## src/rtl/mem_access_unit.sv

```systemverilog
// Memory-stage sequencer: issues data-memory requests with byte lanes, extends loads and returns a registered writeback packet.
// Optional feature: define MEM_MISALIGN_CHECK_EN to trap misaligned accesses instead of issuing them.
module mem_access_unit #(
  parameter int XLEN = 64
) (
  input  logic            clk,
  input  logic            reset,
  input  logic            in_valid,
  output logic            in_ready,
  input  logic            in_mem_r,
  input  logic            in_mem_w,
  input  logic            in_mem_to_reg,
  input  logic            in_reg_w,
  input  logic [2:0]      in_funct3,
  input  logic [XLEN-1:0] in_addr,
  input  logic [XLEN-1:0] in_wdata,
  input  logic [4:0]      in_rd,
  output logic            dreq_valid,
  output logic [XLEN-1:0] dreq_addr,
  output logic [2:0]      dreq_size,
  output logic [7:0]      dreq_strobe,
  output logic [XLEN-1:0] dreq_data,
  input  logic            dresp_data_ok,
  input  logic [XLEN-1:0] dresp_data,
  output logic            out_valid,
  output logic            out_reg_w,
  output logic [4:0]      out_rd,
  output logic [XLEN-1:0] out_result,
  output logic            out_misalign
);

  localparam logic [0:0] IDLE = 1'b0;
  localparam logic [0:0] BUS  = 1'b1;

  logic [0:0]      state;
  logic [XLEN-1:0] addr_p0;
  logic [XLEN-1:0] wdata_p0;
  logic [2:0]      funct3_p0;
  logic [4:0]      rd_p0;
  logic            reg_w_p0;
  logic            store_p0;

  logic            accept;
  logic            is_mem;
  logic            misaligned;
  logic            in_bus;
  logic            unused_ok;

  function automatic logic [7:0] strobe_lanes(input logic [1:0] size, input logic [2:0] off);
    logic [15:0] mask;
    case (size)
      2'd0:    mask = 16'h0001;
      2'd1:    mask = 16'h0003;
      2'd2:    mask = 16'h000F;
      default: mask = 16'h00FF;
    endcase
    mask = mask << off;
    return mask[7:0];
  endfunction

  function automatic logic [XLEN-1:0] load_extend(input logic [2:0] funct3, input logic [2:0] off,
                                                  input logic [XLEN-1:0] raw);
    logic        [XLEN-1:0] lane;
    logic signed [XLEN-1:0] ext;
    lane = raw >> {off, 3'b000};
    case (funct3)
      3'b000:  ext = {{(XLEN-8){lane[7]}}, lane[7:0]};
      3'b001:  ext = {{(XLEN-16){lane[15]}}, lane[15:0]};
      3'b010:  ext = {{(XLEN-32){lane[31]}}, lane[31:0]};
      3'b100:  ext = {{(XLEN-8){1'b0}}, lane[7:0]};
      3'b101:  ext = {{(XLEN-16){1'b0}}, lane[15:0]};
      3'b110:  ext = {{(XLEN-32){1'b0}}, lane[31:0]};
      default: ext = lane;
    endcase
    return ext;
  endfunction

  assign in_ready  = (state == IDLE);
  assign accept    = in_valid && in_ready;
  assign is_mem    = in_mem_r || in_mem_w;
  assign in_bus    = (state == BUS);
  // mem_to_reg adds nothing here: a load always writes back its extended value.
  assign unused_ok = &{1'b0, in_mem_to_reg};

`ifdef MEM_MISALIGN_CHECK_EN
  always_comb begin
    case (in_funct3[1:0])
      2'd0:    misaligned = 1'b0;
      2'd1:    misaligned = in_addr[0];
      2'd2:    misaligned = |in_addr[1:0];
      default: misaligned = |in_addr[2:0];
    endcase
  end
`else
  assign misaligned = 1'b0;
`endif

  // Request bus is driven only while BUS, so outputs read 0 out of reset.
  assign dreq_valid  = in_bus;
  assign dreq_addr   = in_bus ? addr_p0 : '0;
  assign dreq_size   = in_bus ? {1'b0, funct3_p0[1:0]} : 3'd0;
  assign dreq_strobe = (in_bus && store_p0) ? strobe_lanes(funct3_p0[1:0], addr_p0[2:0]) : 8'd0;
  assign dreq_data   = (in_bus && store_p0) ? (wdata_p0 << {addr_p0[2:0], 3'b000}) : '0;

  // p0: latched instruction held stable for the duration of the bus access
  always_ff @(posedge clk) begin
    if (accept && is_mem && !misaligned) begin
      addr_p0   <= in_addr;
      wdata_p0  <= in_wdata;
      funct3_p0 <= in_funct3;
      rd_p0     <= in_rd;
      reg_w_p0  <= in_reg_w;
      store_p0  <= in_mem_w;
    end
  end

  always_ff @(posedge clk or negedge reset) begin
    if (!reset) begin
      state        <= IDLE;
      out_valid    <= 1'b0;
      out_reg_w    <= 1'b0;
      out_rd       <= 5'd0;
      out_result   <= '0;
      out_misalign <= 1'b0;
    end else begin
      out_valid <= 1'b0;
      case (state)
        IDLE: begin
          if (accept) begin
            if (!is_mem) begin
              out_valid    <= 1'b1;
              out_reg_w    <= in_reg_w;
              out_rd       <= in_rd;
              out_result   <= in_addr;
              out_misalign <= 1'b0;
            end else if (misaligned) begin
              out_valid    <= 1'b1;
              out_reg_w    <= 1'b0;
              out_rd       <= in_rd;
              out_result   <= in_addr;
              out_misalign <= 1'b1;
            end else begin
              state <= BUS;
            end
          end
        end
        default: begin
          if (dresp_data_ok) begin
            out_valid    <= 1'b1;
            out_reg_w    <= store_p0 ? 1'b0 : reg_w_p0;
            out_rd       <= rd_p0;
            out_result   <= store_p0 ? '0 : load_extend(funct3_p0, addr_p0[2:0], dresp_data);
            out_misalign <= 1'b0;
            state        <= IDLE;
          end
        end
      endcase
    end
  end

endmodule

```

## config.mk

```make
export PLATFORM = sky130hd
export DESIGN_NAME = mem_access_unit
export DESIGN_NICKNAME = d
export VERILOG_FILES = /design/src/rtl/mem_access_unit.sv
export SDC_FILE = /design/constraint.sdc
export NUM_CORES = 1
export LEC_CHECK = 0
export CAP_MARGIN = 10
export CORE_ASPECT_RATIO = 0.7
export CORE_MARGIN = 2
export CORE_UTILIZATION = 45
export DETAILED_ROUTE_END_ITERATION = 16
export DONT_BUFFER_PORTS = 1
export PLACE_DENSITY_LB_ADDON = 0.12
export SYNTH_ARGS = -nofsm -noshare
export SYNTH_HDL_FRONTEND = slang
export SYNTH_SLANG_ARGS = --single-unit
```

## constraint.sdc

```tcl
create_clock -name clk -period 22.5 [get_ports clk]
set_input_delay 2.25 -clock clk [delete_from_list [all_inputs] [get_ports clk]]
set_output_delay 2.25 -clock clk [all_outputs]
set_load 0.05 [all_outputs]
```

==> results_dict.tcl <==
set metrics [dict create \
    vias_per_cell 6.23 \
    grt_pass1_wl_mm 58.5 \
    core_sq_um 25700 \
    synthCells 1100 \
    pre_cts_slack_ns 16.87 \
    drc 0 \
    synth_area_leader_cell "edfxtp_1" \
    holdWs_ns 0.544 \
    clk_pin_slew_worst_paths_ns 0.06 \
    critical_path_class "reg -> out" \
    p_sw_frac 0.404 \
    drive_gt1_frac 0.166 \
    fin_tns_setup_ns 0 \
    grt_max_degree 81 \
    endpoint_kind "output pin" \
    p_per_area_nw_per_um2 103 \
    min_from "rd_p0[1]" \
    regArea_sq_um 5950 \
    synth.most_common_cell "nor2_1" \
    rsz0062_at_grt "false" \
    first_iter_violations 622 \
    io_pins 421 \
    dr.pass1.iters 5 \
    maxCapViolCount 0 \
    die_area_sq_um 27400 \
    clockRootBuffer "clkbuf_16" \
    yosys-top-cells-area "edfxtp_1 (35%), dfrtp_1 (15%), mux2i_1 (6.5%)" \
    hp-class "reg -> reg" \
    cts_num_sinks 210 \
    finalMaxSlewViolations 0 \
    power_frac_comb 0.206 \
    avgSynthCellArea_sq_um 10.7 \
    antenna_cells 0 \
    pwr-share-seq 0.500 \
    post_cts_resized 0 \
    portBuffers 0 \
    fin_nets 1253 \
    path_cells "buf_4, nand2b_1, nor3_1, nand2_1, o21ai_1" \
    final_antenna_net_count 0 \
    timing.rr.start "addr_p0[2]" \
    place.gp.congestion 0.845 \
    slowest_delay_ns 1.13 \
    dieHeight_um 139 \
    p_int_w 0.000779 \
    ys_types 48 \
    ys_ff_latch 210 \
    area.growth.synth_to_final_pct 8.56 \
    worstPathRequired_ns 20.25 \
    tightest_slew_ns 1.24 \
    start_util 0.458 \
    multi_input_area_sq_um 5480 \
    rows 49 \
    clockPowerShare 0.294 \
    outcome "complete, no violations" \
    post_drt_wl_per_cell_um 28.6 \
    hold_viol_final 0 \
    worst_ep_arrival_time_ns 3.98 \
    clk_latency_ns 0.54 \
    cts_buffers 22 \
    finalCritPeriodShare 0.277 \
    dp.cells 1352 \
    cts_setup_buffers 0 \
    crit_buf_inv 1 \
    fin_crit_ns 6.23 \
    slew-limit-headroom 0.164 \
    fin_skew_ns 0.0279 \
    die_x_um 197 \
    wirelength_mm 39.8 \
    finalNonFillerCells 1392 \
    ys_warn_count 0 \
    grt_pass1_vias 8587 \
    yosysTopAreaCellShare 0.353 \
    cp_slowest_cell "nor3_1" \
    grtUsageTotal 0.285 \
    async_reset_ff_frac 0.343 \
    syn_area_sq_um 11800 \
    setup_viol 0 \
    dpl.hpwl_mm 29.1 \
    hold_buffers 0 \
    peakVddDrop_mv 0.0621 \
    power.switching_w 0.000529 \
    vias 8675 \
    cts_max_level 1 \
    crit_family "simple AND/OR/NAND/NOR gates" \
    finish.utilization 0.497 \
    antenna_found_initial 0 \
    synthTopCellsByCount "nor2_1 (164), edfxtp_1 (138), a21oi_1 (99)" \
    seq_area_frac_synth 0.506 \
    cp-start-kind "flip-flop" \
    cts_tree "yes" \
    overflow 0 \
    clock_path_buffers 3 \
    final.setup.worst_slack_ns 16.27 \
    crit_start "addr_p0[2]" \
    p_leak_nw 4.78 \
    synth-main-ff-cell "edfxtp_1" \
    n_fill_cell 2346 \
    worstPathMaxFanout 68 \
    max_freq_mhz 161 \
    synth_edf_count 138 \
]
[flip-flops by register name, summed over array words and instances, names as in the netlist]
| register | flops |
|---|---|
| out_rd | 5 |
| addr_p0 | 64 |
| wdata_p0 | 64 |
| reg_w_p0 | 1 |
| out_result | 64 |
| out_reg_w | 1 |
| out_valid | 1 |
| rd_p0 | 5 |
| funct3_p0 | 3 |
| dreq_valid | 1 |
| store_p0 | 1 |
[per-stage QoR]
stage	total power (W)	cell area (sq um)
after floorplan	0.000870	11800
after detailed placement	0.000932	12000
after global routing	0.00136	12800
final	0.00131	12800
after global placement	0.000928	12000
after CTS	0.00132	12800
[path summary, 6_finish.rpt]
path,endpoint,slack (ns),cells after the start
min,out_rd[1],0.54,2
max,dreq_data[33],16.27,5
min reg2reg,out_rd[1],0.54,2
max reg2reg,out_result[21],19.02,6
min in group asynchronous,out_result[31],1.42,0
max in group asynchronous,out_result[59],20.93,0
[cell type report]
cell class                 count  area share
inverter                       5     0.00147
clock inverter                 8     0.00588
timing repair buffer          18      0.0106
tap                          331      0.0325
sequential                   210       0.466
clock buffer                  32      0.0543
multi-input combinational    788       0.429
[worst reg2reg max path, cell delays in order, from the launching register on]
cell and delay (ns):
edfxtp_1 0.32, buf_4 0.65, nand2b_1 0.66, nor2_1 0.33, nor4_2 0.12, nor2_1 0.95, o221ai_1 0.28
[cell families (layout without fill, tap and decap cells)]
logic type	Yosys count	after routing	share of synthesized area
flops	210	210	0.506
simple gates	379	379	0.156
mux	142	142	0.143
buf+inv	103	63	0.0374
other cells	1	2	0.000319
compound gates	265	265	0.158
[cells in the final DEF, fill, tap and decap left out, types with 8 or more instances in the layout]
cell       Yosys  layout
o221ai_1      16      16
a211oi_2       0       8
dfrtp_1       72      71
nor2_1       164     164
and2_1        74      74
a21oi_1       99      99
a221oi_1      15      15
and3_1        26      26
nor3b_2        0       8
o21ai_0       43      35
nor3_1        12      11
o21ai_1        0       8
buf_4          2      18
nand2_1       56      56
mux2_2        48      48
a211oi_1      31      23
edfxtp_1     138     138
clkbuf_16      0      26
mux2i_1       76      76
mux4_2        15      15
nor2b_1       28      27
o22ai_2       30      30
[power groups by stage]
stage                     registers, W  clock network, W  logic, W
after global placement        0.000662                 0  0.000267
after floorplan               0.000647                 0  0.000223
after detailed placement      0.000662                 0  0.000270
after global routing          0.000660          0.000404  0.000292
after CTS                     0.000654          0.000392  0.000270
final                         0.000654          0.000384  0.000269
[routing by layer]
layer	track usage	up-vias	share of wire
met4	0.0507	0	0.018
met5	0	-	0
met1	0.404	4297	0.44
met3	0.109	46	0.10
li1	-	3930	-
met2	0.421	402	0.44
(Power assumes the default switching activity.)
